## src/rtl/radix2_divider.sv

```systemverilog
// radix2_divider
//   Sequential radix-2 restoring divider, signed or unsigned, one quotient
//   bit per clock. The operand magnitudes are divided and the signs are
//   applied in a single fix-up cycle afterwards. Divide-by-zero and signed
//   overflow bypass the iteration and finish one cycle after start.
//
// Ports
//   clk        single clock, rising edge
//   rst        asynchronous, active-high reset
//   start      request a new division (looked at only while idle)
//   flush      synchronous abort to idle, wins over start
//   is_signed  1: two's-complement division, 0: unsigned
//   opa, opb   dividend / divisor, captured when start is accepted
//   quotient   registered quotient, held until the next result
//   remainder  registered remainder, held until the next result
//   busy       high whenever the unit is not idle
//   done       one-cycle pulse marking quotient/remainder valid
module radix2_divider #(
  parameter int unsigned WIDTH = 32
) (
  input  logic             clk,
  input  logic             rst,
  input  logic             start,
  input  logic             flush,
  input  logic             is_signed,
  input  logic [WIDTH-1:0] opa,
  input  logic [WIDTH-1:0] opb,
  output logic [WIDTH-1:0] quotient,
  output logic [WIDTH-1:0] remainder,
  output logic             busy,
  output logic             done
);

  localparam int unsigned CW = $clog2(WIDTH);

  typedef enum logic [1:0] {
    IDLE,
    CALC,
    FIX,
    DONE
  } state_t;

  // Control state
  state_t          state_q;
  logic [CW-1:0]   cnt_q;
  logic            busy_q;
  logic            done_q;

  // Working registers. quo_q starts out holding the dividend magnitude;
  // its MSB feeds the partial remainder while quotient bits shift in at the
  // bottom, so after WIDTH steps it holds the quotient magnitude.
  logic [WIDTH-1:0] quo_q;
  logic [WIDTH:0]   rem_q;
  logic [WIDTH:0]   dvs_q;
  logic             neg_quo_q;
  logic             neg_rem_q;

  // Result registers, only written when a result is produced
  logic [WIDTH-1:0] quotient_q;
  logic [WIDTH-1:0] remainder_q;

  // Operand decode at start
  logic             a_neg;
  logic             b_neg;
  logic [WIDTH-1:0] a_mag;
  logic [WIDTH-1:0] b_mag;
  logic             div_zero;
  logic             sgn_ovf;

  // One restoring step
  logic [WIDTH+1:0] shifted_d;
  logic [WIDTH+1:0] diff_d;
  logic             qbit_d;
  logic [WIDTH:0]   rem_d;
  logic [WIDTH-1:0] quo_d;

  // Sign fix-up
  logic [WIDTH-1:0] quo_fix;
  logic [WIDTH-1:0] rem_fix;

  always_comb begin
    a_neg    = is_signed & opa[WIDTH-1];
    b_neg    = is_signed & opb[WIDTH-1];
    a_mag    = a_neg ? -opa : opa;
    b_mag    = b_neg ? -opb : opb;
    div_zero = (opb == '0);
    sgn_ovf  = is_signed && (opa == {1'b1, {(WIDTH-1){1'b0}}}) && (opb == '1);
  end

  // The partial remainder is below the divisor (< 2^WIDTH), so the shifted
  // value fits WIDTH+1 bits; one extra bit on top catches the borrow.
  always_comb begin
    shifted_d = {rem_q, quo_q[WIDTH-1]};
    diff_d    = shifted_d - {1'b0, dvs_q};
    qbit_d    = ~diff_d[WIDTH+1];
    rem_d     = qbit_d ? diff_d[WIDTH:0] : shifted_d[WIDTH:0];
    quo_d     = {quo_q[WIDTH-2:0], qbit_d};
  end

  always_comb begin
    quo_fix = neg_quo_q ? -quo_q : quo_q;
    rem_fix = neg_rem_q ? -rem_q[WIDTH-1:0] : rem_q[WIDTH-1:0];
  end

  always_ff @(posedge clk or posedge rst) begin
    if (rst) begin
      state_q     <= IDLE;
      cnt_q       <= '0;
      busy_q      <= 1'b0;
      done_q      <= 1'b0;
      quo_q       <= '0;
      rem_q       <= '0;
      dvs_q       <= '0;
      neg_quo_q   <= 1'b0;
      neg_rem_q   <= 1'b0;
      quotient_q  <= '0;
      remainder_q <= '0;
    end else if (flush) begin
      // Results are left untouched; only control returns to idle.
      state_q <= IDLE;
      busy_q  <= 1'b0;
      done_q  <= 1'b0;
    end else begin
      unique case (state_q)
        IDLE: begin
          done_q <= 1'b0;
          if (start) begin
            quo_q     <= a_mag;
            rem_q     <= '0;
            dvs_q     <= {1'b0, b_mag};
            neg_quo_q <= a_neg ^ b_neg;
            neg_rem_q <= a_neg;
            busy_q    <= 1'b1;
            if (div_zero) begin
              quotient_q  <= '1;
              remainder_q <= opa;
              done_q      <= 1'b1;
              state_q     <= DONE;
            end else if (sgn_ovf) begin
              quotient_q  <= opa;
              remainder_q <= '0;
              done_q      <= 1'b1;
              state_q     <= DONE;
            end else begin
              cnt_q   <= CW'(WIDTH - 1);
              state_q <= CALC;
            end
          end
        end

        CALC: begin
          rem_q <= rem_d;
          quo_q <= quo_d;
          if (cnt_q == '0) begin
            state_q <= FIX;
          end else begin
            cnt_q <= cnt_q - 1'b1;
          end
        end

        FIX: begin
          quotient_q  <= quo_fix;
          remainder_q <= rem_fix;
          done_q      <= 1'b1;
          state_q     <= DONE;
        end

        DONE: begin
          done_q  <= 1'b0;
          busy_q  <= 1'b0;
          state_q <= IDLE;
        end

        default: begin
          done_q  <= 1'b0;
          busy_q  <= 1'b0;
          state_q <= IDLE;
        end
      endcase
    end
  end

  assign quotient  = quotient_q;
  assign remainder = remainder_q;
  assign busy      = busy_q;
  assign done      = done_q;

endmodule

```

## config.mk

```make
export PLATFORM = sky130hd
export DESIGN_NAME = radix2_divider
export DESIGN_NICKNAME = d
export VERILOG_FILES = /design/src/rtl/radix2_divider.sv
export SDC_FILE = /design/constraint.sdc
export NUM_CORES = 1
export LEC_CHECK = 0
export CORE_MARGIN = 2
export CORE_UTILIZATION = 40
export CTS_BUF_LIST = sky130_fd_sc_hd__clkbuf_4
export DETAILED_ROUTE_END_ITERATION = 8
export HOLD_SLACK_MARGIN = 0.08
export SETUP_SLACK_MARGIN = 0.1
export SLEW_MARGIN = 20
export SYNTH_ARGS = -nofsm -noshare
export SYNTH_HDL_FRONTEND = slang
export SYNTH_SLANG_ARGS = --single-unit
```

## constraint.sdc

```tcl
create_clock -name clk -period 16.09 [get_ports clk]
set_input_delay 2.4135 -clock clk [delete_from_list [all_inputs] [get_ports clk]]
set_output_delay 2.4135 -clock clk [all_outputs]
set_load 0.01 [all_outputs]
```

==> results of run 1 <==
==> metrics by stage <==
stage | hold WS (ns) | worst slack [ns]
after floorplan | 0.450 | 9.02
after global placement | 0.461 | 9.63
after detailed placement | 0.470 | 9.56
after CTS | 0.505 | 10.22
after global routing | 0.518 | 9.95
final | 0.499 | 10.15
==> power breakdown <==
part	internal [mW]	switching, mW
combinational	0.610	0.827
clock	0.0974	0.172
sequential	0.589	0.181
total	1.30	1.18
==> cell usage after synthesis, types with 5 or more instances <==
cell	instances	share of area, %
buf_6	7	0.64
or3_1	16	0.81
buf_2	8	0.33
a21o_1	26	1.6
mux2i_1	24	2.0
o21a_1	6	0.37
o41ai_1	16	1.1
o21bai_1	6	0.37
o21ai_0	192	7.8
nor3b_1	5	0.31
a211oi_1	13	0.79
a32oi_1	11	0.78
xnor2_1	78	5.6
nor4_1	14	0.71
nand3_1	26	1.1
nand4_1	13	0.66
nand2b_1	15	0.76
a31oi_1	7	0.36
xor2_1	63	4.5
a221oi_2	7	0.85
ha_1	43	4.4
a22oi_1	25	1.5
and3_1	5	0.25
a21oi_1	101	4.1
dfrtp_1	172	35
nor3_1	26	1.1
or4_1	14	0.85
o31ai_1	27	1.6
nand2_1	216	6.6
nor2_1	92	2.8
and2_1	7	0.36
clkbuf_1	74	2.3
inv_1	56	1.7
o21ai_1	31	1.3
==> state kept, by name, indices dropped and copies added (netlist names) <==
register	count
done	1
remainder	32
cnt_q	5
rem_q	33
neg_quo_q	1
quotient	32
state_q	2
dvs_q	32
neg_rem_q	1
busy	1
quo_q	32
==> worst register-to-register path: cells and delay by family, from the launching register on <==
family,cells,cell delay (ns)
simple gates,5,1.71
compound gates,2,0.66
flops,1,0.51
fa+ha+maj,1,0.50
buf+inv,1,0.38
mux,1,0.35
==> kinds of logic (layout without fill, tap and decap cells) <==
group / after synthesis / in the layout / synth area share, %
and+or+nand+nor: 472 / 472 / 18.0
AOI/OAI and AO/OA: 498 / 498 / 25.0
muxes: 27 / 27 / 2.23
DFF: 172 / 172 / 35.0
adders and majority gates: 44 / 44 / 4.54
xor gates and xnor gates: 141 / 141 / 10.0
buffers and inverters: 152 / 230 / 5.22
other: 0 / 2 / 0
==> worst paths after layout <==
| check | end | slack [ns] | cells after the start |
|---|---|---|---|
| setup / recovery | remainder[27]$_DFFE_PP0P_ | 10.15 | 9 |
| hold / removal | remainder[7]$_DFFE_PP0P_ | 0.50 | 2 |
| setup reg to reg | rem_q[30]$_DFFE_PP0P_ | 11.88 | 10 |
| hold reg to reg | remainder[7]$_DFFE_PP0P_ | 0.50 | 2 |
| max in group asynchronous | rem_q[28]$_DFFE_PP0P_ | 12.22 | 3 |
| min in group asynchronous | quotient[4]$_DFFE_PP0P_ | 2.37 | 2 |
==> area by class of cell <==
| class | count | area, µm² | share of cell area (%) |
|---|---|---|---|
| antenna | 2 | 5.00 | 0.0356 |
| clock buffer | 18 | 135 | 0.960 |
| clock inverter | 14 | 158 | 1.12 |
| inverter | 56 | 215 | 1.53 |
| multi-input combinational | 1182 | 7360 | 52.3 |
| sequential | 172 | 4300 | 30.6 |
| tap | 396 | 495 | 3.52 |
| timing repair buffer | 142 | 1400 | 9.95 |
==> metal layers <==
layer	global-route usage, %	share of wire [%]	vias to the layer above
met1	30.4	48	5029
met3	2.91	4.4	32
met2	34.9	46	267
met5	0	0	-
li1	-	-	5523
met4	5.58	1.7	0
==> flow_metrics.py, run 1 <==
metrics = {
    "status": {
        "run_status": "complete, no violations",
    },
    "placed_design": {
        "placed_cell_area_um2": 13800,
        "port_buffers": 134,
        "dp.cells": 1948,
        "dp_hpwl_mm": 25.5,
        "gp_congestion": 0.911,
    },
    "hold_path": {
        "hold_start": "remainder[7]$_DFFE_PP0P_",
        "hold_path.class": "reg -> reg",
    },
    "setup_path": {
        "crit_buf_inv": 2,
        "critPathMostFrequentCell": "or4_1",
        "path_cells": "clkdlybuf4s50_1, or4_1, or4_1, nand4bb_1, o32ai_4, nand3_1, a21o_4, buf_4, mux2_1",
        "cp.required_ns": 16.59,
        "path_delay_family": "simple AND/OR/NAND/NOR gates",
        "path_class": "in -> reg",
        "worstSetupEndpointType": "register",
        "max_stage_delay_ns": 0.64,
        "cp.arrival_ns": 6.43,
        "worstPathMaxFanout": 83,
        "cp-start-kind": "input port",
        "r2r-start": "rem_q[24]$_DFFE_PP0P_",
        "slowest_stage": "nand4bb_1",
        "critPathLaunch": "opb[6]",
    },
    "timing": {
        "period_needed_ns": 5.94,
        "fin_tns_setup_ns": 0,
        "fin_skew_ns": 0.0306,
        "rsz0062_at_grt": "false",
        "fmax_ghz": 0.168,
        "hold_violations": 0,
        "period_share_pct": 36.9,
        "slew_viol_final": 0,
        "worst_slew_pin_slew_ns": 1.02,
        "max_slew_margin_pct": 32.2,
        "finalSetupViolCount": 0,
    },
    "clocking": {
        "clk_pin_slew_worst_paths_ns": 0.16,
        "cts_tree": "yes",
        "cts_resized": 0,
        "htree_levels": 4,
        "cts.sinks": 172,
        "postCtsHoldBufs": 0,
        "cts_max_path_buffers": 2,
        "post_cts_buffers": 0,
        "cts-buffers-inserted": 17,
        "clk_latency_ns": 0.59,
        "root_buffer": "clkbuf_4",
    },
    "route": {
        "via_per_inst": 5.47,
        "route.vias.total": 10851,
        "route.detailed.wl_per_inst_um": 17.1,
        "first_pass_iters": 5,
        "routed_wl_mm": 33.9,
        "drcViolationCount": 0,
        "drt-initial-drc-count": 741,
        "final_antenna_net_count": 0,
    },
    "pwr": {
        "p_total_mw": 2.48,
        "power_density_nw_per_um2": 176,
        "p_leak_nw": 5.75,
        "vdd.ir_drop.worst_mv": 0.0691,
    },
    "die": {
        "io_pins": 135,
        "die_area_um2": 32200,
        "core-area_um2": 30400,
        "initial_utilization_pct": 40.4,
        "die_y_um": 179,
        "die_w_um": 179,
        "num_rows": 64,
    },
    "logic_synthesis": {
        "syn_nets": 1619,
        "synth_cells": 1506,
        "synth_top_flop_cell": "dfrtp_1",
        "syn-cell-area_um2": 12300,
        "ys_ff_latch": 172,
        "avgSynthCellArea_um2": 8.16,
        "ys_seq_area_share_pct": 35.0,
        "yosysUniqueCellTypes": 69,
        "synth_edf_count": 0,
        "yosysWarnings": 0,
        "async_flop_share_pct": 100,
    },
    "global_routing": {
        "grt_max_degree": 101,
        "track_usage_pct": 21.6,
        "grt_pass1_vias": 10380,
        "grt_remaining_overflow": 0,
        "grt_pass1_wl_mm": 55.1,
        "antenna_found_initial": 1,
    },
    "final_layout": {
        "final_cell_mix": "nand2_1 (216), o21ai_0 (192), dfrtp_1 (172), clkdlybuf4s50_1 (134), a21oi_1 (101)",
        "nets": 1684,
        "final_util_pct": 46.3,
        "final_area_um2": 14100,
        "syn_to_final_growth_pct": 14.5,
        "fillers": 3052,
        "finalNonFillerCells": 1982,
        "drive_gt1_share_pct": 4.23,
        "final_common_cell": "nand2_1",
    },
    "flow_run": {
        "cap_violations": 0,
    },
}
Power figures use the tool's default switching activity.
==> inputs of run 2 (changes only) <==
clock period = 5.7 ns   (was 16.09 ns; I/O delays follow)
==> flow_metrics.py, run 2 (same netlist as run 1, synthesis figures left out) <==
metrics = {
    "setup_path": {
        "path_cells": "clkdlybuf4s50_1, nor4_2, nand4_2, or3_4, o32ai_4, nand3_1, a21o_4, buf_4, a221oi_2, a21o_1",
        "cp.arrival_ns": 4.64,
        "worstSetupEndpointType": "register",
        "cp-start-kind": "input port",
        "cp.required_ns": 6.25,
        "max_stage_delay_ns": 0.66,
        "worstPathMaxFanout": 97,
        "crit_buf_inv": 2,
        "path_class": "in -> reg",
        "path_delay_family": "simple AND/OR/NAND/NOR gates",
        "slowest_stage": "nor4_2",
    },
    "route": {
        "final_antenna_net_count": 0,
        "first_pass_iters": 5,
        "routed_wl_mm": 34.5,
        "via_per_inst": 5.54,
        "route.detailed.wl_per_inst_um": 17.4,
        "drt-initial-drc-count": 694,
        "drcViolationCount": 0,
        "route.vias.total": 11003,
    },
    "final_layout": {
        "syn_to_final_growth_pct": 14.9,
        "fillers": 3059,
        "drive_gt1_share_pct": 4.47,
        "final_cell_mix": "nand2_1 (216), o21ai_0 (192), dfrtp_1 (172), clkdlybuf4s50_1 (134), a21oi_1 (101)",
        "final_area_um2": 14100,
        "final-seq-area_um2": 4300,
        "largest_reg_flops": 33,
        "final_common_cell": "nand2_1",
        "multi_input_area_um2": 7360,
        "nets": 1688,
        "final_util_pct": 46.4,
        "top_register": "rem_q",
    },
    "placed_design": {
        "port_buffers": 134,
        "dp_hpwl_mm": 26.1,
        "gp_congestion": 0.866,
        "placed_cell_area_um2": 13800,
        "pre_cts_slack_ns": 1.05,
    },
    "pwr": {
        "p_total_mw": 7.04,
        "vdd.ir_drop.worst_mv": 0.193,
        "power_density_nw_per_um2": 498,
        "p_leak_nw": 5.77,
    },
    "timing": {
        "fin_tns_setup_ns": 0,
        "period_share_pct": 71.9,
        "period_needed_ns": 4.10,
        "worst_slew_pin_slew_ns": 1.02,
        "fmax_ghz": 0.244,
        "fin_skew_ns": 0.0190,
        "finalSetupViolCount": 0,
        "setup_slack_ns": 1.60,
        "max_slew_margin_pct": 31.9,
        "hold_violations": 0,
        "rsz0062_at_grt": "false",
        "slew_viol_final": 0,
    },
    "global_routing": {
        "track_usage_pct": 21.8,
        "grt_remaining_overflow": 0,
        "grt_pass1_vias": 10165,
        "antenna_found_initial": 1,
        "grt_max_degree": 98,
        "grt_pass1_wl_mm": 55.5,
    },
    "clocking": {
        "htree_levels": 4,
        "cts_tree": "yes",
        "postCtsHoldBufs": 0,
        "cts.sinks": 172,
        "clk_latency_ns": 0.61,
        "clk_pin_slew_worst_paths_ns": 0.14,
        "cts_resized": 0,
        "cts-buffers-inserted": 17,
        "root_buffer": "clkbuf_4",
        "cts_max_path_buffers": 2,
        "post_cts_buffers": 0,
    },
    "die": {
        "initial_utilization_pct": 40.4,
        "io_pins": 135,
        "die_y_um": 179,
        "core-area_um2": 30400,
        "die_area_um2": 32200,
        "die_w_um": 179,
        "num_rows": 64,
    },
    "status": {
        "run_status": "complete, no violations",
    },
    "hold_path": {
        "hold_path.class": "reg -> reg",
    },
    "flow_run": {
        "cap_violations": 0,
    },
}
## run 2: metal layers
layer | vias to the layer above | share of wire (%) | routed length, µm | global-route usage, %
met5 | - | 0 | 0 | 0
met4 | 0 | 0.79 | 274 | 4.37
met3 | 21 | 4.3 | 1470 | 3.35
met2 | 247 | 46 | 15900 | 35.0
met1 | 5204 | 49 | 16800 | 31.0
li1 | 5531 | - | - | -
## run 2: path summary, 6_finish.rpt
| kind | depth (start not counted) | end | slack, ns | start |
|---|---|---|---|---|
| setup / recovery | 10 | quotient[0]$_DFFE_PP0P_ | 1.60 | opa[4] |
| hold / removal | 1 | quotient[25]$_DFFE_PP0P_ | 0.49 | quotient[25]$_DFFE_PP0P_ |
| setup reg to reg | 10 | rem_q[26]$_DFFE_PP0P_ | 1.66 | rem_q[24]$_DFFE_PP0P_ |
| hold reg to reg | 1 | quotient[25]$_DFFE_PP0P_ | 0.49 | quotient[25]$_DFFE_PP0P_ |
| max in group asynchronous | 3 | state_q[0]$_DFFE_PP0P_ | 3.82 | rst |
| min in group asynchronous | 2 | quotient[8]$_DFFE_PP0P_ | 0.75 | rst |
## run 2: power breakdown
| group | switching (mW) | internal (mW) | total, mW | leakage, nW |
|---|---|---|---|---|
| clock | 0.478 | 0.311 | 0.789 | 0.160 |
| combinational | 2.35 | 1.73 | 4.07 | 3.38 |
| sequential | 0.513 | 1.66 | 2.18 | 2.23 |
## run 2: metrics by stage
step	hold WS (ns)	cells
2_1_floorplan	0.450	1506
3_3_place_gp	0.462	1952
3_5_place_dp	0.469	1952
4_1_cts	0.502	1984
5_1_grt	0.518	1985
6_report	0.494	1985
## run 2: area by class of cell
cell class	count	area share, %
Antenna cell	1	0.0177
Tap cell	396	3.51
Multi-Input combinational cell	1182	52.1
Timing Repair Buffer	146	10.1
Clock inverter	15	1.33
Inverter	56	1.52
Clock buffer	17	0.903
Sequential cell	172	30.5
## run 2: worst register-to-register path, cell delays in order, from the launching register on
cell      delay (ns)
dfrtp_1         0.50
ha_1            0.49
and3_1          0.29
nand3_1         0.13
or4_1           0.47
a211oi_1        0.38
mux2_2          0.35
and2_1          0.56
buf_4           0.38
mux2i_1         0.22
o221ai_1        0.12
==> edit 1: new RTL, settings of run 2 <==
Set the parameter `WIDTH` to 16 (it was 32).
--- a/src/rtl/radix2_divider.sv
+++ b/src/rtl/radix2_divider.sv
@@ -16,7 +16,7 @@
 //   busy       high whenever the unit is not idle
 //   done       one-cycle pulse marking quotient/remainder valid
 module radix2_divider #(
-  parameter int unsigned WIDTH = 32
+  parameter int unsigned WIDTH = 16
 ) (
   input  logic             clk,
   input  logic             rst,
Ports: changed (resized opa, opb, quotient and remainder); port bits go from 135 to 71. The function was not compared with the original's and may differ.
==> edit 1 against run 2 <==
Sequential cell count is 81 lower; final area is 47% lower; non-clock buffer count down 69; critical path type unchanged; core utilization grew 0.38 points; sequential power shrank 43%; routed wire length shrank 44%; clock power decreased by 53%; total power down 40%; worst setup slack better by 0.32 ns; synthesized area down 47%; clock skew is 0.0049 ns lower.
==> edit 1: results (changes against run 2) <==
- DR iter-0 viols: 479 (-31%)
- Clock latency on the worst-skew pair: 0.47 ns (-0.14 ns)
- Synth Area in Compound Gates: 23.8% (-1.2 points)
- Max FFs per register: 17 (-48%)
- Most instantiated cells after synthesis: dfrtp_1 (91), nand2_1 (89), o21ai_0 (64)
- Setup WS pre-CTS: 1.52 ns (+0.470 ns)
- Worst hold margin: 0.503 ns (+0.00868 ns)
- Post-DP HPWL: 14700 µm (-44%)
- Total Wirelength: 19400 µm (-44%)
- R2r setup slk: 2.15 ns (+0.49 ns)
- Max stage delay on crit path: 0.78 ns (+0.12 ns)
- Cell area after layout: 0.00746 mm² (-47%)
- Data arrival time of the critical path: 4.17 ns (-0.47 ns)
- Slowest library cell on the worst path: nor3_1
- Fillers: 1639 (-46%)
- Synth Area per Inst: 8.27 µm² (+1.3%)
- Largest net degree at the start of global routing: 52 (-47%)
- Sequential share of the synthesized area: 34.9% (-0.12 points)
- DR vias/cell: 5.82 (+5.0%)
- Adder-cell share of the synthesized area: 5.29% (+0.75 points)
- Tcrit/Tclk final: 66.2% (-5.6 points)
- CTS Buffer Depth: 2 (unchanged)
- Total CTS buffers: 9 (-8)
- Nets: 891 (-47%)
- Leakage: 3.10 nW (-46%)
- Syn nets: 853 (-47%)
- Synth cell types: 60 (-13%)
- Fraction of layout cells with a size suffix above 1: 5.05% (+0.58 points)
- I/O Buffers: 70 (-48%)
- Most area-consuming cells after synthesis: dfrtp_1 (35%), nand2_1 (5.1%), ha_1 (5.0%)
- Xor/xnor share of the synthesized area: 8.45% (-1.6 points)
- Total global-route track usage: 22.8% (+1.1 points)
- Worst VDD drop: 193 µV (+0.47%)
- Worst-path clk slew: 0.14 ns (about the same)
- Inst Count DP: 1032 (-47%)
- Placed cell areas: 0.00733 mm² (-47%)
- Crit Path Max Fanout: 33 (-66%)
- H-tree Lvls: 3 (-1)
- Measured slew at the worst slew-check pin: 1.12 ns (+0.102 ns)
- Skew final: 0.0141 ns (-0.00491 ns)
- Routability congestion estimate from global placement: 0.864 (-0.16%)
- Multiplexer share of the synthesized area: 2.78% (+0.55 points)
- Vias in the first global route: 6001 (-41%)
- Outcome: finished, final reports clean
- First-pass detailed-route iteration total: 5 (unchanged)
- Vias: 6097 (-45%)
- Biggest register: rem_q
- Global-route wire length before repair: 32100 µm (-42%)
-- edit 1: cell count changes in the layout (fill, tap and decap cells not counted), moves of 44 or more --
cell	run 2	this run
dfrtp_1	172	91
clkdlybuf4s50_1	134	70
xnor2_1	78	34
nand2_1	216	89
o21ai_0	192	63
a21oi_1	101	57
-- edit 1: worst paths after layout --
kind                                  to     start  depth (start not counted)
setup reg to reg               rem_q[14]  rem_q[7]                          7
hold / removal                  dvs_q[4]  dvs_q[4]                          2
hold reg to reg                 dvs_q[4]  dvs_q[4]                          2
max in group asynchronous           busy       rst                          3
min in group asynchronous      rem_q[13]       rst                          2
setup / recovery           remainder[12]    opb[6]                          8
-- edit 1: metal layers --
| layer | vias up | global-route usage, % | routed length (µm) |
|---|---|---|---|
| li1 | 2944 | - | - |
| met1 | 2951 | 32.6 | 9390 |
| met2 | 184 | 35.9 | 8870 |
| met3 | 18 | 3.96 | 946 |
| met4 | 0 | 6.04 | 243 |
| met5 | - | 0 | 0 |
-- edit 1: layout make-up --
type                    count  area share [%]
multi-input cells         603            51.7
diodes                      1          0.0335
repair buffers             77            10.1
clock buffers               9           0.905
flip-flops and latches     91            30.5
inverters                  45            2.28
clock inverters             6           0.889
well taps                 216            3.62
-- edit 1: logic make-up after synthesis --
group / Yosys count
AO/OA/AOI/OAI: 244
XOR/XNOR: 63
adder cells (fa/ha/maj): 27
buffers and inverters: 95
flip-flops: 91
multiplexers: 17
AND/OR/NAND/NOR: 252
-- edit 1: power breakdown --
group / switching (mW) / internal [mW]
registers: 0.306 / 0.939
logic: 1.52 / 1.06
clock network: 0.235 / 0.133
-- edit 1: worst min-delay path, cell delays in order, from the launching register on --
cell and delay [ns]:
dfrtp_1 0.37, nand2_1 0.05, o21ai_0 0.06
==> edit 2: new RTL, settings of run 2 <==
Made on the original files. Encoding of `state_t`: now Gray code (2 bits for 4 states).
--- a/src/rtl/radix2_divider.sv
+++ b/src/rtl/radix2_divider.sv
@@ -34,10 +34,10 @@
   localparam int unsigned CW = $clog2(WIDTH);
 
   typedef enum logic [1:0] {
-    IDLE,
-    CALC,
-    FIX,
-    DONE
+    IDLE = 2'b00,
+    CALC = 2'b01,
+    FIX  = 2'b11,
+    DONE = 2'b10
   } state_t;
 
   // Control state
Check against the original RTL: no difference found for any inputs over 4 cycles, from zero or initial values and one cycle with rst high; so few cycles prove little.
==> edit 2 against run 2 <==
Hold slack worse by 0.0056 ns; fmax is 10% lower; synthesized area is 0.26% lower; via count hardly changed; critical path depth stayed put; routed wire length is 0.73% lower; sequential share of layout area is 0.16 points lower; final area is 0.51% higher; first-iteration DRC count is 6.1% higher; sequential cell count stayed put; worst setup slack worse by 0.46 ns; critical path type unchanged.
Power is not compared: it rests on default switching activity, and its combinational part moved more than twofold at a synthesized area within 25%.
==> edit 2: results (changes against run 2) <==
- HP Start: quotient[9]
- Most area-consuming cells after synthesis: dfrtp_1 (35%), o21ai_0 (7.5%), nand2_1 (7.2%)
- Root Driver: clkbuf_4
- I/O Buffers: 134 (unchanged)
- Yosys Warn Count: 0 (unchanged)
- Synth cell types: 74 (+7.2%)
- Post-DP HPWL: 25600 µm (-1.6%)
- Hold WC Path Type: flip-flop to flip-flop
- H-tree Lvls: 4 (unchanged)
- Initial antenna violation count: 1 (unchanged)
- Tmin final: 4.56 ns (+0.464 ns)
- Data arrival time of the critical path: 5.11 ns (+0.47 ns)
- Synthesized instance count: 1513 (+0.46%)
- Post-CTS Setup Bufs: 0 (unchanged)
- DR vias/cell: 5.49 (-0.92%)
- CTS Buffer Depth: 2 (unchanged)
- Adder-cell share of the synthesized area: 4.55% (+0.012 points)
- P_int: 2.57 mW
- Measured slew at the worst slew-check pin: 1.06 ns (+0.0341 ns)
- Total Wirelength: 34200 µm (-0.73%)
- Nets: 1706 (+1.1%)
- Biggest register: rem_q
- Setup TNS: 0 ns (unchanged)
- Placed cell areas: 0.0139 mm² (+0.48%)
- GRT overflow: 0 (unchanged)
- Global-route wire length before repair: 55400 µm (-0.19%)
- TritonCTS clock tree: done
- Sequential share of the synthesized area: 35.1% (+0.093 points)
- Synth Flop Type: dfrtp_1
- Largest net degree at the start of global routing: 97 (-1.0%)
- Max FFs per register: 33 (unchanged)
- Total CTS buffers: 17 (unchanged)
- Clock latency on the worst-skew pair: 0.60 ns
- Synth Area in Compound Gates: 23.6% (-1.4 points)
- DR iter-0 viols: 736 (+6.1%)
- R2r setup slk: 1.79 ns (+0.13 ns)
- Crit path launch: opa[26]
- Inst Count DP: 1970 (+0.92%)
- Setup WS pre-CTS: 0.772 ns (-0.281 ns)
- Xor/xnor share of the synthesized area: 9.93% (-0.12 points)
- Syn nets: 1626 (+0.43%)
- Fraction of layout cells with a size suffix above 1: 4.48% (+0.012 points)
- Multiplexer share of the synthesized area: 2.54% (+0.31 points)
- Routability congestion estimate from global placement: 0.862 (-0.43%)
- Post-synth EDFFs: 0 (unchanged)
- Skew final: 0.0329 ns (+0.0138 ns)
- Total global-route track usage: 21.7% (-0.028 points)
- Vias in the first global route: 10356 (+1.9%)
- Final Hold Vio Count: 0 (unchanged)
- First-pass detailed-route iteration total: 8 (+3)
- Reg-to-Reg Start: rem_q[23]
- Outcome: finished, final reports clean
- Crit Path Max Fanout: 52 (-46%)
- Worst-path clk slew: 0.16 ns (+0.02 ns)
- Vias: 11001 (-0.018%)
- Most instantiated cells after synthesis: nand2_1 (236), o21ai_0 (184), dfrtp_1 (172)
- Worst hold margin: 0.488 ns (-0.00560 ns)
[edit 2: critical path: stages]
cell and delay, ns:
clkdlybuf4s50_1 0.59, or3_1 0.50, nor4_1 0.82, nand4_1 0.53, o21bai_2 0.34, nand3_1 0.17, a21o_2 0.52, buf_4 0.40
a211oi_1 0.22, a21o_1 0.11
[edit 2: worst paths after layout]
check | end | cells after the start
worst max-delay path | quotient[29] | 10
worst min-delay path | quotient[9] | 2
worst max register to register | rem_q[10] | 10
worst min register to register | quotient[9] | 2
max in group asynchronous | dvs_q[23] | 3
min in group asynchronous | quotient[7] | 2
[edit 2: metal layers]
layer  wire [µm]  track usage (%)  share of wire [%]
met1       16300             30.7                 48
met2       15700             34.8                 46
met3        1440             2.84                4.2
met4         767             6.23                2.2
met5           0                0                  0
[edit 2: layout make-up]
| cell class | instances | area, µm² |
|---|---|---|
| fillers | 3068 | 16100 |
| multi-input cells | 1199 | 7430 |
| flip-flops and latches | 172 | 4300 |
| repair buffers | 147 | 1440 |
| well taps | 396 | 495 |
| inverters | 56 | 215 |
| clock inverters | 14 | 180 |
| clock buffers | 18 | 135 |
| diodes | 1 | 2.50 |
[edit 2: logic make-up after synthesis]
logic type,Yosys count
AO/OA/AOI/OAI,463
adder cells (fa/ha/maj),44
buffers and inverters,142
multiplexers,31
AND/OR/NAND/NOR,522
flip-flops,172
XOR/XNOR,139
[edit 2: power groups by stage]
| stage | clock [mW] | combinational [mW] | sequential (mW) |
|---|---|---|---|
| global placement | 0 | 1.77 | 1.78 |
| finish | 0.803 | 1.79 | 1.76 |
| floorplan | 0 | 1.28 | 1.71 |
| CTS | 0.824 | 1.79 | 1.76 |
| global route | 0.871 | 2.03 | 1.80 |
| detailed placement | 0 | 1.79 | 1.79 |
